### src/rtl/shift_add_multiplier_if.sv
// Request/response bundle for the iterative shift-add multiplier.
// The master issues operands and commands; the slave reports busy, done and result.
interface shift_add_multiplier_if;
   logic        start;
   logic        flush;
   logic [31:0] a;
   logic [31:0] b;
   logic        signed1;
   logic        signed2;
   logic        half_sel;
   logic        busy;
   logic        done;
   logic [31:0] result;

   modport master (
      output start, flush, a, b, signed1, signed2, half_sel,
      input  busy, done, result
   );

   modport slave (
      input  start, flush, a, b, signed1, signed2, half_sel,
      output busy, done, result
   );
endinterface

### src/rtl/shift_add_multiplier.sv
// 32x32 sequential multiplier: operand magnitudes are multiplied by shift-add over
// 32 fixed cycles, the sign is applied at the end, and one product half is returned.
module shift_add_multiplier (
   input  logic                        clk,
   input  logic                        rst,
   shift_add_multiplier_if.slave       bus
);
   typedef enum logic [1:0] {IDLE, CALC, DONE} state_t;

   state_t      state_q, state_d;
   logic [5:0]  cnt_q, cnt_d;
   logic [63:0] mcand_q, mcand_d;
   logic [31:0] mplier_q, mplier_d;
   logic [63:0] acc_q, acc_d;
   logic        neg_q, neg_d;
   logic        half_q, half_d;
   logic        busy_q, busy_d;
   logic        done_q, done_d;
   logic [31:0] result_q, result_d;

   logic [31:0] mag_a;
   logic [31:0] mag_b;
   logic [63:0] product;

   // Negating 0x80000000 wraps to itself, which is the correct unsigned magnitude.
   assign mag_a   = (bus.signed1 && bus.a[31]) ? (32'd0 - bus.a) : bus.a;
   assign mag_b   = (bus.signed2 && bus.b[31]) ? (32'd0 - bus.b) : bus.b;
   assign product = neg_q ? (64'd0 - acc_q) : acc_q;

   always_comb begin
      state_d  = state_q;
      cnt_d    = cnt_q;
      mcand_d  = mcand_q;
      mplier_d = mplier_q;
      acc_d    = acc_q;
      neg_d    = neg_q;
      half_d   = half_q;
      busy_d   = busy_q;
      done_d   = 1'b0;
      result_d = result_q;

      case (state_q)
         IDLE: begin
            busy_d = 1'b0;
            if (bus.start && !bus.flush) begin
               mcand_d  = {32'd0, mag_a};
               mplier_d = mag_b;
               acc_d    = 64'd0;
               cnt_d    = 6'd0;
               neg_d    = (bus.signed1 & bus.a[31]) ^ (bus.signed2 & bus.b[31]);
               half_d   = bus.half_sel;
               busy_d   = 1'b1;
               state_d  = CALC;
            end
         end
         CALC: begin
            if (bus.flush) begin
               busy_d  = 1'b0;
               state_d = IDLE;
            end else if (cnt_q == 6'd32) begin
               // All 32 partial products are in; sign-correct and publish.
               result_d = half_q ? product[63:32] : product[31:0];
               done_d   = 1'b1;
               state_d  = DONE;
            end else begin
               if (mplier_q[0]) begin
                  acc_d = acc_q + mcand_q;
               end
               mcand_d  = mcand_q << 1;
               mplier_d = mplier_q >> 1;
               cnt_d    = cnt_q + 6'd1;
            end
         end
         DONE: begin
            busy_d  = 1'b0;
            state_d = IDLE;
         end
         default: begin
            busy_d  = 1'b0;
            state_d = IDLE;
         end
      endcase
   end

   always_ff @(posedge clk) begin
      if (rst) begin
         state_q  <= IDLE;
         cnt_q    <= 6'd0;
         mcand_q  <= 64'd0;
         mplier_q <= 32'd0;
         acc_q    <= 64'd0;
         neg_q    <= 1'b0;
         half_q   <= 1'b0;
         busy_q   <= 1'b0;
         done_q   <= 1'b0;
         result_q <= 32'd0;
      end else begin
         state_q  <= state_d;
         cnt_q    <= cnt_d;
         mcand_q  <= mcand_d;
         mplier_q <= mplier_d;
         acc_q    <= acc_d;
         neg_q    <= neg_d;
         half_q   <= half_d;
         busy_q   <= busy_d;
         done_q   <= done_d;
         result_q <= result_d;
      end
   end

   assign bus.busy   = busy_q;
   assign bus.done   = done_q;
   assign bus.result = result_q;
endmodule

### src/flat_wrapper.sv
// flat-port wrapper written by rule: the top's interface ports become plain ports
module shift_add_multiplier_flat 
  (clk, rst, bus_start, bus_flush, bus_a, bus_b, bus_signed1, bus_signed2, bus_half_sel, bus_busy, bus_done, bus_result);
  shift_add_multiplier_if bus_i ();
  input  logic clk;
  input  logic rst;
  input wire logic [$bits(bus_i.start)-1:0] bus_start;
  input wire logic [$bits(bus_i.flush)-1:0] bus_flush;
  input wire logic [$bits(bus_i.a)-1:0] bus_a;
  input wire logic [$bits(bus_i.b)-1:0] bus_b;
  input wire logic [$bits(bus_i.signed1)-1:0] bus_signed1;
  input wire logic [$bits(bus_i.signed2)-1:0] bus_signed2;
  input wire logic [$bits(bus_i.half_sel)-1:0] bus_half_sel;
  output wire logic [$bits(bus_i.busy)-1:0] bus_busy;
  output wire logic [$bits(bus_i.done)-1:0] bus_done;
  output wire logic [$bits(bus_i.result)-1:0] bus_result;
  assign bus_i.start = bus_start;
  assign bus_i.flush = bus_flush;
  assign bus_i.a = bus_a;
  assign bus_i.b = bus_b;
  assign bus_i.signed1 = bus_signed1;
  assign bus_i.signed2 = bus_signed2;
  assign bus_i.half_sel = bus_half_sel;
  assign bus_busy = bus_i.busy;
  assign bus_done = bus_i.done;
  assign bus_result = bus_i.result;
  shift_add_multiplier u_core (.clk(clk), .rst(rst), .bus(bus_i));
endmodule
### config.mk
export PLATFORM = sky130hd
export DESIGN_NAME = shift_add_multiplier_flat
export DESIGN_NICKNAME = d
export VERILOG_FILES = /design/src/rtl/shift_add_multiplier_if.sv /design/src/rtl/shift_add_multiplier.sv /design/src/flat_wrapper.sv
export SDC_FILE = /design/constraint.sdc
export NUM_CORES = 1
export LEC_CHECK = 0
export ABC_AREA = 1
export BUFFER_PORTS_ARGS = -buffer_cell sky130_fd_sc_hd__buf_2
export CAP_MARGIN = 40
export CORE_MARGIN = 2
export CORE_UTILIZATION = 40
export CTS_BUF_LIST = sky130_fd_sc_hd__clkbuf_4
export CTS_CLUSTER_SIZE = 30
export DETAILED_ROUTE_END_ITERATION = 8
export HOLD_SLACK_MARGIN = 0.05
export PLACE_DENSITY = 0.55
export RECOVER_POWER = 25
export SETUP_SLACK_MARGIN = 0.1
export SYNTH_ARGS = -nofsm -noshare
export SYNTH_HDL_FRONTEND = slang
export SYNTH_SLANG_ARGS = --single-unit
export TNS_END_PERCENT = 30
### constraint.sdc
create_clock -name clk -period 3.96 [get_ports clk]
set_clock_uncertainty 0.05 [all_clocks]
set_input_delay 0 -clock clk [delete_from_list [all_inputs] [get_ports clk]]
set_output_delay 0 -clock clk [all_outputs]
set_load 0.02 [all_outputs]
# ---- Word-level counts from Yosys, hierarchy flattened
# Index checks and enable logic that the tools add are counted.
dict set report op_classes {
  n_reduce_logical 12
  mux 29
  n_bitwise 5
  addsub 5
  n_eq_ne 8
}
# operator count
set ops {}
lappend ops {{64-bit two-way mux} 8}
lappend ops {{64-bit one-hot mux with 2 select lines} 2}
lappend ops {{32-bit two-way mux} 6}
lappend ops {{64-bit adder} 1}
lappend ops {{32-bit one-hot mux with 2 select lines} 1}
lappend ops {{1-bit by 32-bit subtractor with 32-bit output, first input constant} 2}
lappend ops {{1-bit by 64-bit subtractor with 64-bit output, first input constant} 1}
lappend ops {{6-bit two-way mux} 3}
lappend ops {{6-bit one-hot mux with 2 select lines} 1}
lappend ops {{6-bit by 1-bit adder with 6-bit output, second input constant} 1}
lappend ops {{6-bit == test, second input constant} 1}
lappend ops {{2-bit two-way mux} 3}
lappend ops {{2-bit inequality test, second input constant} 3}
lappend ops {{5-bit AND reduction} 1}
lappend ops {{2-bit by 1-bit inequality test with 1-bit output, second input constant} 2}
lappend ops {{2-bit one-hot mux with 2 select lines} 1}
lappend ops {{2-bit AND reduction} 2}
lappend ops {{4-bit AND reduction} 1}
lappend ops {{1-bit logical AND} 3}
lappend ops {{1-bit two-way mux} 3}
lappend ops {{3-bit by 2-bit inequality test with 1-bit output, second input constant} 1}
lappend ops {{3-bit AND reduction} 1}
lappend ops {{3-bit OR reduction} 1}
lappend ops {{1-bit bitwise AND} 2}
lappend ops {{other kinds (7)} 8}
dict set report totals {
  out_inout_bits 34
  word_cells 69
  reg_bits 204
  inputBits 71
}

# ---- Logic depth before layout (Yosys ltp)
dict set report logic_depth {
  ltp_word 5
  depth_mapped 16
  mapped_depth_nobuf 16
}

# ---- Least setup slack after synthesis
# No wires, ideal clock.
dict set report synth_timing {
  kind {reg2reg}
  from {register u_core.acc_q[0]}
  to {register u_core.acc_q[48]}
  setup_ns 0.132
  path_stages_with_launch 16
  path_slack_ns 1.951
  n_path_buf 0
  synth_period_minus_slack_ns 2.009
  t_arrival_ns 1.827
  t_required_ns 3.778
  cell_sequence {dfxtp_1 ha_1 inv_1 fa_1 inv_1 nand3_1 nand2_1 nand2_1 nand2_1 nand2_1 nand2_1 nand3_1 nand3_1 nand2_1 nand3_1 a21oi_1}
}
dict set report synth_via {
  elab_chain_len 5
}
# item line_no
set synth_rtl {}
lappend synth_rtl {{start: declaration} shift_add_multiplier.sv:14} ;# logic [63:0] acc_q, acc_d;
lappend synth_rtl {{start signal: assignment} shift_add_multiplier.sv:91} ;# acc_q <= 64'd0;
lappend synth_rtl {{start signal: assignment} shift_add_multiplier.sv:102} ;# acc_q <= acc_d;
lappend synth_rtl {{64-bit adder} shift_add_multiplier.sv:67} ;# acc_d = acc_q + mcand_q;
lappend synth_rtl {{64-bit two-way mux} shift_add_multiplier.sv:66} ;# if (mplier_q[0]) begin
lappend synth_rtl {{64-bit two-way mux} shift_add_multiplier.sv:60} ;# end else if (cnt_q == 6'd32) begin
lappend synth_rtl {{64-bit two-way mux} shift_add_multiplier.sv:57} ;# if (bus.flush) begin
lappend synth_rtl {{64-bit one-hot mux with 2 select lines} shift_add_multiplier.sv:42} ;# case (state_q)
# Every way passes these cells. The select of a mux whose other input is x is not followed.
# A chain may end at the register's enable or synchronous reset.

# ---- Final worst setup path
dict set report layout_timing {
  from {input port bus_b[2]}
  to {register u_core.mplier_q[27]}
}
dict set report layout_via {
  elab_chain_len 4
}
# item line_no
set layout_rtl {}
lappend layout_rtl {{start: declaration} flat_wrapper.sv:10} ;# input wire logic [$bits(bus_i.b)-1:0] bus_b;
lappend layout_rtl {{1-bit by 32-bit subtractor with 32-bit output} shift_add_multiplier.sv:27} ;# assign mag_b = (bus.signed2 && bus.b[31]) ? (32'd0 - bus.b) : bus.b;
lappend layout_rtl {{32-bit two-way mux} shift_add_multiplier.sv:27}
lappend layout_rtl {{32-bit two-way mux} shift_add_multiplier.sv:45} ;# if (bus.start && !bus.flush) begin
lappend layout_rtl {{32-bit one-hot mux with 2 select lines} shift_add_multiplier.sv:42}
lappend layout_rtl {{end signal: assignment} shift_add_multiplier.sv:101} ;# mplier_q <= mplier_d;
lappend layout_rtl {{end: declaration} shift_add_multiplier.sv:13} ;# logic [31:0] mplier_q, mplier_d;
# Every way passes these cells. The select of a mux whose other input is x is not followed.

==> results.py <==
metrics = {
    "yosys": {
        "synthArstFlopShare_pct": 0,
        "yosysTopAreaCellShare_pct": 23.5,
        "netlist_top_cells_count": "996 x nand2_1, 487 x inv_1, 332 x a21oi_1",
        "synthFlopType": "dfxtp_1",
        "synth_cell_types": 47,
        "syn_inst": 3120,
        "ys_seq_elements": 204,
        "yosys.area.top_type": "dfxtp_1",
        "syn_nets": 3260,
        "synth_area_leaders": "dfxtp_1 24%, nand2_1 22%, inv_1 11%",
        "postSynthAreaPerCell_sq_um": 5.56,
        "netlist_area_sq_mm": 0.0174,
        "ys_seq_area_share_pct": 23.5,
        "yosysMostFrequentCell": "nand2_1",
        "synth_edf_count": 0,
        "synth_warnings": 0,
    },
    "floorplanning": {
        "die_h_um": 212,
        "die_w_um": 212,
        "die_area_sq_mm": 0.0451,
        "start_util_pct": 40.4,
        "pin_count": 105,
        "rows": 76,
        "fp.coreArea_sq_mm": 0.0430,
    },
    "grt": {
        "overflow": 0,
        "grt_pass1_wl_mm": 110,
        "first_global_vias": 19840,
        "track_usage_pct": 31.5,
        "antenna_found_initial": 1,
        "grt_max_degree": 66,
    },
    "critical_path": {
        "crit_path_max_fanout": 5,
        "worst_ep_required_time_ns": 4.67,
        "endpoint_kind": "flop",
        "r2r_cells": 10,
        "start_kind": "primary input",
        "worstSetupPathType": "in -> reg",
        "worstPathArrival_ns": 4.42,
    },
    "finish": {
        "layout.nets": 3582,
        "layout-drive-gt1-share_pct": 6.44,
        "nFillCells": 4645,
        "area_delta_synth_final_pct": 23.3,
    },
    "clock_network": {
        "cts.htree.levels": 2,
        "clk_pin_slew_ns": 0.07,
        "cts-root-buf": "clkbuf_4",
        "cts_inserted_buffers": 59,
        "cts_sinks": 204,
        "clk_latency_ns": 0.85,
        "cts_tree": "built",
        "cts_setup_buffers": 0,
        "clk_path_buf_depth": 3,
    },
    "timing": {
        "fmax_ghz": 0.270,
        "worstMarginPinSlew_ns": 1.91,
        "min_period_over_period_pct": 93.6,
        "rsz0062_at_grt": "true",
        "finalSetupViolations": 0,
        "final.setup.tns_ns": 0,
        "finalCriticalPeriod_ns": 3.71,
        "slew_violations": 63,
        "hold_viol_final": 0,
        "worst_slew_margin_rel_pct": -27.1,
    },
    "placement": {
        "place_congestion": 1.01,
        "port_buffers": 104,
        "hpwl_mm": 54.1,
    },
    "detailed_routing": {
        "firstDrtPassIters": 6,
        "drt_iter0_drc": 1647,
        "vias": 21119,
        "drcViolationCount": 0,
        "vias_per_cell": 5.19,
        "postRouteAntennaNets": 0,
        "wire_per_inst_um": 17.6,
        "drt_wl_total_mm": 71.4,
    },
    "run_status": {
        "status": "complete, but fails checks",
        "violations": "capacitance limit, slew limit",
    },
    "hold_path": {
        "min_path_cells": 6,
        "hold_class": "in -> reg",
    },
    "power_and_ir_drop": {
        "powerDensity_mw_per_mm2": 240,
        "p_total_uw": 5130,
        "worst_ir_drop_vdd_uv": 275,
        "leakage_uw": 0.0108,
    },
    "flow_run": {
        "maxCapViolations": 2,
    },
}
==> kinds of logic (layout without fill, tap and decap cells) <==
| logic type | after synthesis | in the layout | share of synthesized area (%) |
|---|---|---|---|
| adder cells (fa/ha/maj) | 69 | 69 | 5.02 |
| XOR/XNOR | 20 | 20 | 1.01 |
| AND/OR/NAND/NOR | 1656 | 1656 | 39.8 |
| other | 0 | 1 | 0 |
| flip-flops | 204 | 204 | 23.5 |
| AO/OA/AOI/OAI | 585 | 585 | 17.6 |
| buffers and inverters | 586 | 946 | 13.0 |
==> cell type report <==
| cell class | count | area [sq um] | share of cell area [%] |
|---|---|---|---|
| diodes | 1 | 2.50 | 0.0117 |
| clock inverters | 18 | 95.1 | 0.445 |
| clock buffers | 81 | 608 | 2.84 |
| multi-input cells | 2330 | 11000 | 51.5 |
| repair buffers | 355 | 3000 | 14.0 |
| flip-flops and latches | 204 | 4090 | 19.1 |
| well taps | 585 | 732 | 3.42 |
| inverters | 492 | 1850 | 8.65 |
==> routing by layer <==
metal  wire length [um]  part of all wire [%]  track usage (%)
met3               3820                   5.3             4.28
met2              34000                    48             54.8
met1              30400                    43             38.7
met4               3230                   4.5             14.2
met5                  0                     0                0
==> worst max-delay path, stage by stage <==
cell,delay [ns]
dlygate4sd3_1,0.53
buf_2,0.13
dlygate4sd3_1,0.57
inv_1,0.08
nand3_1,0.13
nor3_2,0.27
nand2_1,0.25
nor2_4,0.19
nand3_1,0.09
nand2_1,0.17
nand2_1,0.08
nand2_1,0.06
dlygate4sd3_1,0.54
nand3_1,0.06
dlygate4sd3_1,0.59
a21oi_1,0.11
dlygate4sd3_1,0.56
==> timing repair <==
item / CTS / global route
resized for setup: 0 / 1
endpoints found under the setup margin: 0 / 3
hold endpoints to repair: 200 / 0
hold buffers: 227 / 0
==> flip-flops by register name (all words and copies together), names as in the netlist <==
signal and flops:
u_core.cnt_q 6, u_core.bus.done 1, u_core.bus.result 32, u_core.mcand_q 64, u_core.bus.busy 1, u_core.half_q 1, u_core.acc_q 64, u_core.mplier_q 32
u_core.neg_q 1, u_core.state_q 2
==> final timing paths <==
check | endpoint | slack, ns | from
min reg2reg | u_core.bus.result[0]$_SDFFE_PP0P_ | 0.42 | u_core.bus.result[0]$_SDFFE_PP0P_
max | u_core.mplier_q[27]$_SDFFE_PP0P_ | 0.25 | bus_b[2]
max reg2reg | u_core.acc_q[8]$_SDFFE_PP0P_ | 0.49 | u_core.cnt_q[0]$_SDFFE_PP0P_
min | u_core.mcand_q[1]$_SDFFE_PP0P_ | 0.18 | bus_signed1
==> metrics by stage <==
stage,utilization (%),hold slack (ns),instances,setup WS (ns),cell area (sq um)
floorplan,-,0.0974,3120,1.95,17400
global placement,42.8,0.230,3735,1.24,18400
detailed placement,43.0,0.239,3739,1.27,18500
CTS,49.9,0.0719,4065,0.452,21400
global route,49.8,0.169,4066,0.0720,21400
finish,49.8,0.179,4066,0.252,21400
==> power breakdown <==
| group | internal, uW | switching [uW] | leakage [uW] |
|---|---|---|---|
| sequential | 2120 | 61.2 | 0.00166 |
| clock | 946 | 1040 | 0.000419 |
| combinational | 418 | 553 | 0.00870 |
| total | 3480 | 1650 | 0.0108 |
==> cells in the final DEF, fill, tap and decap left out, drive strengths merged <==
cell / n
a21oi: 333
and3: 2
inv: 491
and2: 5
o21bai: 3
clkbuf: 118
a211oi: 2
or2: 27
xnor2: 6
nand2: 998
nand3: 252
o2111ai: 1
clkinvlp: 1
o31ai: 2
clkinv: 18
ha: 68
fa: 1
a21boi: 13
xor2: 14
o41ai: 1
o211ai: 10
dlygate4sd3: 227
a22oi: 1
nand3b: 20
o22ai: 1
nor4: 9
a21o: 2
diode: 1
o221ai: 1
nor3: 41
nand4: 32
buf: 91
nor2: 270
o21a: 4
o21ai: 199
dfxtp: 204
a31oi: 12
No activity file was read; power rests on OpenSTA's default activity.
